## config.mk

```make
export PLATFORM = sky130hd
export DESIGN_NAME = jt12_dac_rx
export DESIGN_NICKNAME = d
export VERILOG_FILES = /design/src/rtl/jt12_dac_rx.sv
export SDC_FILE = /design/constraint.sdc
export NUM_CORES = 1
export LEC_CHECK = 0
export ABC_AREA = 1
export ABC_CLOCK_PERIOD_IN_PS = 4200
export CAP_MARGIN = 20
export CORE_ASPECT_RATIO = 1.5
export CORE_MARGIN = 4
export CORE_UTILIZATION = 37
export DETAILED_ROUTE_END_ITERATION = 8
export PLACE_DENSITY = 0.55
export SKIP_LAST_GASP = 1
export SLEW_MARGIN = 0
export SYNTH_ARGS = -nofsm -noshare
export SYNTH_HDL_FRONTEND = slang
export SYNTH_SLANG_ARGS = --single-unit
```

## constraint.sdc

```tcl
create_clock -name clk -period 4.2 [get_ports clk]
set_clock_uncertainty 0.15 [all_clocks]
set_input_delay 0.63 -clock clk [delete_from_list [all_inputs] [get_ports clk]]
set_output_delay 0.63 -clock clk [all_outputs]
set_load 0.01 [all_outputs]
```

## src/rtl/jt12_dac_rx.sv

```systemverilog
// jt12_dac_rx: receives the per-channel multiplexed DAC stream, demultiplexes
// it into channel slots, sums each complete frame into 12-bit left/right
// samples and serialises them as 32-bit I2S frames for an external DAC.
module jt12_dac_rx #(
    parameter int CHANNELS = 6,
    parameter int DIV      = 4
) (
    input  logic              clk,
    input  logic              rst,
    input  logic signed [8:0] mux_left,
    input  logic signed [8:0] mux_right,
    input  logic              mux_sample,
    input  logic              ch_sync,
    output logic [11:0]       left,
    output logic [11:0]       right,
    output logic              sample,
    output logic              sync_err,
    output logic              bclk,
    output logic              lrck,
    output logic              sdata
);
    localparam int SW = (CHANNELS > 1) ? $clog2(CHANNELS) : 1;
    localparam int DW = $clog2(DIV);
    localparam logic [SW-1:0] LAST    = SW'(CHANNELS - 1);
    localparam logic [DW-1:0] DIV_TOP = DW'(DIV - 1);

    localparam logic [1:0] IDLE = 2'd0;
    localparam logic [1:0] SUM  = 2'd1;
    localparam logic [1:0] DONE = 2'd2;

    // Live slots, the bank being summed, and a bank waiting behind it
    logic signed [8:0] live_l_r   [CHANNELS];
    logic signed [8:0] live_r_r   [CHANNELS];
    logic signed [8:0] shadow_l_r [CHANNELS];
    logic signed [8:0] shadow_r_r [CHANNELS];
    logic signed [8:0] pend_l_r   [CHANNELS];
    logic signed [8:0] pend_r_r   [CHANNELS];
    logic signed [8:0] snap_l_s   [CHANNELS];
    logic signed [8:0] snap_r_s   [CHANNELS];

    logic [SW-1:0] slot_r;
    logic          synced_r;
    logic          sync_err_r;
    logic          wr_en_s;
    logic [SW-1:0] wr_idx_s;
    logic          err_s;
    logic          frame_done_s;

    logic [1:0]    state_r;
    logic [SW-1:0] idx_r;
    logic          pend_vld_r;
    logic [11:0]   acc_l_r;
    logic [11:0]   acc_r_r;
    logic [11:0]   left_r;
    logic [11:0]   right_r;
    logic          sample_r;

    logic [DW-1:0] div_r;
    logic          bclk_r;
    logic          lrck_r;
    logic          sdata_r;
    logic [4:0]    bit_r;
    logic [4:0]    bit_nx_s;
    logic [31:0]   shreg_r;

    // Decode the incoming strobe into a slot write or a framing error
    always_comb begin
        wr_en_s  = 1'b0;
        wr_idx_s = {SW{1'b0}};
        err_s    = 1'b0;
        if (mux_sample) begin
            if (ch_sync) begin
                wr_en_s = 1'b1;
            end else if (synced_r && (slot_r != LAST)) begin
                wr_en_s  = 1'b1;
                wr_idx_s = slot_r + {{(SW-1){1'b0}}, 1'b1};
            end else begin
                err_s = 1'b1;
            end
        end else begin
            err_s = 1'b0;
        end
        frame_done_s = wr_en_s && (wr_idx_s == LAST);
    end

    // Snapshot view of the live bank including the value being written now
    always_comb begin
        for (int i = 0; i < CHANNELS; i++) begin
            if (wr_en_s && (wr_idx_s == SW'(i))) begin
                snap_l_s[i] = mux_left;
                snap_r_s[i] = mux_right;
            end else begin
                snap_l_s[i] = live_l_r[i];
                snap_r_s[i] = live_r_r[i];
            end
        end
    end

    // Slot tracking: live bank writes, sync state and sticky error flag
    always_ff @(posedge clk or negedge rst) begin
        if (!rst) begin
            for (int i = 0; i < CHANNELS; i++) begin
                live_l_r[i] <= 9'sd0;
                live_r_r[i] <= 9'sd0;
            end
            slot_r     <= {SW{1'b0}};
            synced_r   <= 1'b0;
            sync_err_r <= 1'b0;
        end else if (wr_en_s) begin
            live_l_r[wr_idx_s] <= mux_left;
            live_r_r[wr_idx_s] <= mux_right;
            slot_r             <= wr_idx_s;
            synced_r           <= 1'b1;
        end else if (err_s) begin
            synced_r   <= 1'b0;
            sync_err_r <= 1'b1;
        end
    end

    // Summation FSM: snapshot, accumulate one slot per cycle, publish the sums
    always_ff @(posedge clk or negedge rst) begin
        if (!rst) begin
            for (int i = 0; i < CHANNELS; i++) begin
                shadow_l_r[i] <= 9'sd0;
                shadow_r_r[i] <= 9'sd0;
                pend_l_r[i]   <= 9'sd0;
                pend_r_r[i]   <= 9'sd0;
            end
            state_r    <= IDLE;
            idx_r      <= {SW{1'b0}};
            pend_vld_r <= 1'b0;
            acc_l_r    <= 12'd0;
            acc_r_r    <= 12'd0;
            left_r     <= 12'd0;
            right_r    <= 12'd0;
            sample_r   <= 1'b0;
        end else begin
            sample_r <= 1'b0;
            case (state_r)
                IDLE: begin
                    if (frame_done_s) begin
                        shadow_l_r <= snap_l_s;
                        shadow_r_r <= snap_r_s;
                        acc_l_r    <= 12'd0;
                        acc_r_r    <= 12'd0;
                        idx_r      <= {SW{1'b0}};
                        state_r    <= SUM;
                    end
                end
                SUM: begin
                    acc_l_r <= acc_l_r + {{3{shadow_l_r[idx_r][8]}}, shadow_l_r[idx_r]};
                    acc_r_r <= acc_r_r + {{3{shadow_r_r[idx_r][8]}}, shadow_r_r[idx_r]};
                    if (idx_r == LAST) begin
                        state_r <= DONE;
                    end else begin
                        idx_r <= idx_r + {{(SW-1){1'b0}}, 1'b1};
                    end
                    // A frame finishing mid-sum waits; only the newest is kept
                    if (frame_done_s) begin
                        pend_l_r   <= snap_l_s;
                        pend_r_r   <= snap_r_s;
                        pend_vld_r <= 1'b1;
                    end
                end
                DONE: begin
                    left_r   <= acc_l_r;
                    right_r  <= acc_r_r;
                    sample_r <= 1'b1;
                    acc_l_r  <= 12'd0;
                    acc_r_r  <= 12'd0;
                    idx_r    <= {SW{1'b0}};
                    if (frame_done_s) begin
                        shadow_l_r <= snap_l_s;
                        shadow_r_r <= snap_r_s;
                        pend_vld_r <= 1'b0;
                        state_r    <= SUM;
                    end else if (pend_vld_r) begin
                        shadow_l_r <= pend_l_r;
                        shadow_r_r <= pend_r_r;
                        pend_vld_r <= 1'b0;
                        state_r    <= SUM;
                    end else begin
                        state_r <= IDLE;
                    end
                end
                default: begin
                    state_r <= IDLE;
                end
            endcase
        end
    end

    // Next bit position within the 32-bit I2S frame
    always_comb begin
        bit_nx_s = bit_r + 5'd1;
    end

    // I2S serialiser: bit clock divider, word select and MSB-first shifter
    always_ff @(posedge clk or negedge rst) begin
        if (!rst) begin
            div_r   <= {DW{1'b0}};
            bclk_r  <= 1'b0;
            lrck_r  <= 1'b0;
            sdata_r <= 1'b0;
            bit_r   <= 5'd0;
            shreg_r <= 32'd0;
        end else if (div_r == DIV_TOP) begin
            div_r  <= {DW{1'b0}};
            bclk_r <= ~bclk_r;
            if (bclk_r) begin
                bit_r   <= bit_nx_s;
                lrck_r  <= bit_nx_s[4];
                sdata_r <= shreg_r[31];
                if (bit_r == 5'd31) begin
                    shreg_r <= {left_r, 4'b0000, right_r, 4'b0000};
                end else begin
                    shreg_r <= {shreg_r[30:0], 1'b0};
                end
            end
        end else begin
            div_r <= div_r + {{(DW-1){1'b0}}, 1'b1};
        end
    end

    assign left     = left_r;
    assign right    = right_r;
    assign sample   = sample_r;
    assign sync_err = sync_err_r;
    assign bclk     = bclk_r;
    assign lrck     = lrck_r;
    assign sdata    = sdata_r;

endmodule

```

==> summary.txt, run 1 <==
Iter 0 DRT Violations - 969
top-area cell type share of the netlist area - 53.5%
Setup TNS - 0 ns
Buf/Inv on CP - 2
Yosys warning total - 0
clk sinks - 403
Die Width - 192 um
die area - 54700 sq um
crit path launch type - flop
biggest area consumer among synthesized cells - dfrtp_1
Top delay family on crit path - compound AO/OA/AOI/OAI gates
fillcell total - 5104
final core occ - 42.3%
Core Rows - 101
layout cells sized above 1 - 5.64%
clock root cell - clkbuf_16
worst hold path type - flop to flop
worst setup path class - flop to flop
n_diodes - 0
Seq cells post-synth - 403
dpl hpwl - 32100 um
fin crit share - 77.8%
highest cell delay on the worst timing path - 0.53 ns
TritonCTS Buffers - 42
crit-path max FO - 14
CP dominant cell by count - o21ai_0
port buffer count - 50
largest net degree at the start of global routing - 145
first-pass GRT wire length - 86200 um
Post-CTS Setup Repair Bufs - 0
pwr dens - 562 nW/um^2
Setup crit end kind - flop
final layout net count - 2435
CTS clk-pin slew, worst paths - 0.06 ns
via count - 15583
worst slew pin tran - 0.864 ns
CP cell instances - inv_1 -> nor2_1 -> buf_4 -> o21ai_0 -> o21ai_0 -> ha_1 -> a21o_1 -> o21ai_0 -> nand4_1 -> nand3_1 -> nand2_1
die height - 284 um
Syn Area/Cell - 7.92 sq um
H-tree levels - 2
drt wl/cell - 17.3 um
Core Area - 50500 sq um
P_leak - 11.2 nW
Yosys cell types - 32
Area Overhead vs Synth - 13.4%
via count of the first global-routing pass - 15541
maxcap violations - 0
Net Count, Synth - 2432
Final Wtd Congestion - 0.822
required time of the worst setup path - 4.50 ns
Post-synth top flop - dfrtp_1
Hold Crit Depth - 1
Worst VDD drop - 290 uV
# IOs - 51
final antenna-violating net count - 0
initial antenna violation count - 0
final WL - 53200 um
Post-synth EDFFs - 0
f_max - 306 MHz
Starting Density - 37.3%
Final setup viols - 0
routed vias/inst - 5.06
Crit. path cell count - 11
Netlist Area Pre-Place - 18800 sq um
GRT Residual Overflow - 0
1st-pass router iterations - 5
post-synthesis sequential area ratio - 53.5%
Slew headroom - 42.3%
unrepaired setup endpoints after global routing - no
Worst path slowest cell - o21ai_0
Clk Latency, worst-skew pair - 0.56 ns
R2R depth - 11
post-cts sizing count - 0
Final Critical Period - 3.27 ns
Bufs on Longest Clock Path - 3
outcome - completed
CTS tree - done
placed cell area - 20000 sq um
ranking of synthesized cells by area - dfrtp_1 (54%), nand2_1 (18%), o21ai_0 (7.4%)
Total GRT Usage - 19.6%
fraction of registers with async set or reset after synthesis - 100%
max-slew violation count - 0
design area - 21400 sq um
number of remaining DRC errors - 0
Final Hold Violating Endpoints - 0
CP arrival - 3.56 ns
Post-Synthesis Cells - 2379
[cells by family (layout without fill, tap and decap cells)]
kind of cell	Yosys count	in the layout	synth area share, %
flops	403	403	53.5
fa+ha+maj	31	31	2.14
xor+xnor	7	7	0.325
buf+inv	290	323	6.34
compound gates	376	376	10.3
simple gates	1272	1272	27.4
[final timing paths]
kind | start | endpoint | slack (ns)
max in group asynchronous | rst | acc_r_r[5]$_DFFE_PN0P_ | 2.28
hold reg to reg | div_r[0]$_DFF_PN0_ | div_r[0]$_DFF_PN0_ | 0.29
setup reg to reg | idx_r[2]$_DFFE_PN0P_ | acc_r_r[10]$_DFFE_PN0P_ | 0.93
setup / recovery | idx_r[2]$_DFFE_PN0P_ | acc_r_r[10]$_DFFE_PN0P_ | 0.93
min in group asynchronous | rst | shreg_r[23]$_DFFE_PN0P_ | 0.52
hold / removal | div_r[0]$_DFF_PN0_ | div_r[0]$_DFF_PN0_ | 0.29
[state kept, by name, indices dropped and copies added, names as in the netlist, 2 cells and up]
signal	flops
acc_l_r	12
acc_r_r	12
bit_r	4
div_r	2
idx_r	3
left	12
live_l_r	45
live_r_r	45
pend_l_r	54
pend_r_r	54
right	12
shadow_l_r	54
shadow_r_r	54
shreg_r	28
slot_r	3
state_r	2
[cells in the mapped netlist (all sizes together) (2+ instances only)]
library cell / number
xor2: 3
buf: 58
o211ai: 2
clkbuf: 67
a21o: 5
or2: 18
fa: 2
o22ai: 18
o31ai: 3
nand2: 923
xnor2: 4
a21oi: 48
dfrtp: 403
nor2: 105
o21bai: 3
nand4: 5
o21ai: 295
ha: 29
nand3: 220
inv: 164
[per-layer routing]
layer  routed length [um]  track usage [%]
met1                23300             25.6
met2                26900             34.6
met3                 2040             2.33
met4                  996             4.60
met5                    0                0
[power by group]
part / total, mW / internal [mW] / switching [mW]
clock: 3.71 / 2.11 / 1.59
combinational: 3.42 / 1.17 / 2.25
sequential: 4.87 / 4.54 / 0.334
[worst register-to-register path, stage by stage (launching register included)]
cell     delay (ns)
dfrtp_1        0.40
inv_1          0.07
nor2_1         0.35
buf_4          0.32
o21ai_0        0.12
o21ai_0        0.53
ha_1           0.41
a21o_1         0.20
o21ai_0        0.30
nand4_1        0.14
nand3_1        0.11
nand2_1        0.05
[through the flow]
| stage | power (mW) | hold WS [ns] | setup slack [ns] | instances |
|---|---|---|---|---|
| final | 12.0 | 0.287 | 0.932 | 3081 |
| after global routing | 12.8 | 0.312 | 0.725 | 3081 |
| after CTS | 12.1 | 0.292 | 0.921 | 3081 |
| after detailed placement | 8.36 | 0.283 | 0.749 | 3006 |
| after global placement | 8.29 | 0.264 | 0.843 | 3006 |
| after floorplan | 7.15 | 0.184 | 1.55 | 2379 |
[placed cells by master (no fill, tap or decap), types with 2 or more instances in the layout]
cell             count
a21o_1               5
a21oi_1             48
buf_12              11
buf_4               22
bufinv_16            3
clkbuf_1            12
clkbuf_16           42
clkbuf_8             4
clkdlybuf4s50_1     49
clkinv_2             9
dfrtp_1            402
fa_1                 2
ha_1                29
inv_1              157
inv_2                6
inv_6                2
nand2_1            914
nand2_2              6
nand2_4              3
nand3_1            220
nand4_1              5
nor2_1             101
nor2_2               3
o211ai_1             2
o21ai_0            279
o21ai_1             15
o21bai_1             3
o22ai_1             18
o31ai_1              3
or2_2               18
xnor2_1              4
xor2_1               3
[timing repair]
action                                 in CTS  in global routing
hold buffers                                1                  0
endpoints found under the hold margin      52                  0
setup endpoints to repair                   0                  0
[final cells by class]
| class | instances | area, sq um | share of cell area, % |
|---|---|---|---|
| Clock buffer | 58 | 1150 | 5.39 |
| Clock inverter | 16 | 183 | 0.855 |
| Inverter | 165 | 621 | 2.91 |
| Multi-Input combinational cell | 1686 | 7580 | 35.5 |
| Sequential cell | 403 | 10100 | 47.2 |
| Tap cell | 669 | 837 | 3.92 |
| Timing Repair Buffer | 84 | 901 | 4.22 |
(Power assumes the default switching activity.)
==> run 2: changes to the inputs <==
Settings changed: ABC_CLOCK_PERIOD_IN_PS 4200 to 3300.
Clock period 4.2 ns to 3.3 ns, I/O delays scaled along.
==> summary.txt, run 2 (synthesized netlist as in run 1, its figures left out) <==
crit-path max FO - 22 (+8)
required time of the worst setup path - 3.58 ns (-0.92 ns)
Core Rows - 101 (unchanged)
Setup TNS - 0 ns (unchanged)
layout cells sized above 1 - 6.03% (+0.39 points)
Die Width - 192 um (unchanged)
die area - 54700 sq um (unchanged)
clk sinks - 403 (unchanged)
commonest non-fill, non-tap cell in the layout - nand2_1
H-tree levels - 2 (unchanged)
dpl hpwl - 33000 um (+2.6%)
CTS clk-pin slew, worst paths - 0.06 ns (about the same)
max-slew violation count - 0 (unchanged)
routed vias/inst - 5.14 (+1.6%)
worst hold path type - flop to flop
Final Wtd Congestion - 0.835 (+1.5%)
Worst VDD drop - 368 uV (+27%)
area of all sequential standard cells - 10100 sq um (unchanged)
GRT Residual Overflow - 0 (unchanged)
via count of the first global-routing pass - 15737 (+1.3%)
final core occ - 42.6% (+0.36 points)
post-layout power - 15.5 mW (+29%)
initial antenna violation count - 0 (unchanged)
final WL - 54400 um (+2.2%)
Slew headroom - 39.9% (-2.4 points)
f_max - 335 MHz (+9.6%)
fillcell total - 5118 (+0.27%)
first-pass GRT wire length - 87600 um (+1.6%)
unrepaired setup endpoints after global routing - no
final antenna-violating net count - 0 (unchanged)
# IOs - 51 (unchanged)
outcome - completed
TritonCTS Buffers - 42 (unchanged)
drt wl/cell - 17.6 um (+1.9%)
final layout net count - 2444 (+0.37%)
number of remaining DRC errors - 0 (unchanged)
clock root cell - clkbuf_16
via count - 15885 (+1.9%)
CTS tree - done
die height - 284 um (unchanged)
Iter 0 DRT Violations - 1070 (+10%)
largest net degree at the start of global routing - 112 (-23%)
port buffer count - 50 (unchanged)
Starting Density - 37.3% (unchanged)
Area Overhead vs Synth - 14.3%
Final Hold Violating Endpoints - 0 (unchanged)
area of the multi-input gates - 7580 sq um (unchanged)
Final Critical Period - 2.98 ns (-0.285 ns)
CP arrival - 3.27 ns (-0.29 ns)
post-cts sizing count - 0 (unchanged)
P_leak - 11.3 nW (+0.84%)
Setup crit end kind - flop
1st-pass router iterations - 6 (+1)
maxcap violations - 0 (unchanged)
Core Area - 50500 sq um (unchanged)
worst setup path class - flop to flop
Final setup viols - 0 (unchanged)
fin crit share - 90.4% (+13 points)
pwr dens - 718 nW/um^2 (+28%)
worst slew pin tran - 0.900 ns (+0.0356 ns)
most frequent cells in the layout - nand2_1 (914), dfrtp_1 (402), o21ai_0 (279), nand3_1 (220), inv_1 (157)
Bufs on Longest Clock Path - 3 (unchanged)
Total GRT Usage - 20.0% (+0.44 points)
Clk Latency, worst-skew pair - 0.55 ns (about the same)
crit path launch type - flop
-- run 2: cell count changes in the layout (fill, tap and decap cells not counted), moves of 2 or more --
cell      previous run  this run
clkinv_2             9         3
clkbuf_8             4        14
buf_4               22        28
buf_12              11        13
-- run 2: what timing repair did --
| item | in CTS | in global routing |
|---|---|---|
| setup buffers | 0 | 0 |
| hold endpoints to repair | 42 | 0 |
| hold buffers | 1 | 0 |
-- run 2: worst paths after layout --
kind | from | to | slack (ns) | cells after the start
worst min register to register | div_r[0]$_DFF_PN0_ | div_r[0]$_DFF_PN0_ | 0.28 | 1
worst min-delay path | div_r[0]$_DFF_PN0_ | div_r[0]$_DFF_PN0_ | 0.28 | 1
max in group asynchronous | rst | shadow_r_r[23]$_DFFE_PN0P_ | 1.72 | 3
worst max-delay path | idx_r[0]$_DFFE_PN0P_ | acc_l_r[10]$_DFFE_PN0P_ | 0.32 | 13
worst max register to register | idx_r[0]$_DFFE_PN0P_ | acc_l_r[10]$_DFFE_PN0P_ | 0.32 | 13
min in group asynchronous | rst | acc_l_r[4]$_DFFE_PN0P_ | 0.30 | 2
-- run 2: critical path, cell delays in order (launching register included) --
cell and delay, ns:
dfrtp_2 0.42, clkinv_1 0.09, buf_4 0.31, o21ai_0 0.13, o22ai_1 0.26, nand2_1 0.09
o21ai_0 0.17, ha_1 0.35, inv_1 0.12, o21bai_1 0.11, o21ai_0 0.34, nand4_1 0.15
nand3_1 0.11, nand2_1 0.05
-- run 2: layout make-up --
type | count | share of cell area [%]
sequential | 403 | 46.8
multi-input combinational | 1686 | 35.2
clock buffer | 69 | 6.10
timing repair buffer | 93 | 4.71
tap | 669 | 3.89
inverter | 165 | 2.88
clock inverter | 6 | 0.407
antenna | 1 | 0.0116
-- run 2: per-layer routing --
layer | part of all wire (%) | GRT usage (%) | wire (um) | up-vias
li1 | - | - | - | 7637
met1 | 44 | 26.4 | 23700 | 7828
met2 | 50 | 34.6 | 27000 | 355
met3 | 4.3 | 2.60 | 2360 | 65
met4 | 2.4 | 5.32 | 1290 | 0
met5 | 0 | 0 | 0 | -
-- run 2: per-stage QoR --
step	instances	cell area [sq um]	worst slack, ns	hold WS, ns
2_1_floorplan	2379	18800	0.648	0.0494
3_3_place_gp	3014	20100	0.207	0.264
3_5_place_dp	3015	20100	0.127	0.270
4_1_cts	3091	21500	0.318	0.281
5_1_grt	3091	21500	0.124	0.291
6_report	3092	21500	0.317	0.277
-- run 2: power breakdown --
| part | internal, mW | total (mW) | switching, mW |
|---|---|---|---|
| registers | 5.78 | 6.20 | 0.420 |
| logic | 1.52 | 4.43 | 2.91 |
| clock network | 2.87 | 4.85 | 1.98 |
| total | 10.2 | 15.5 | 5.30 |
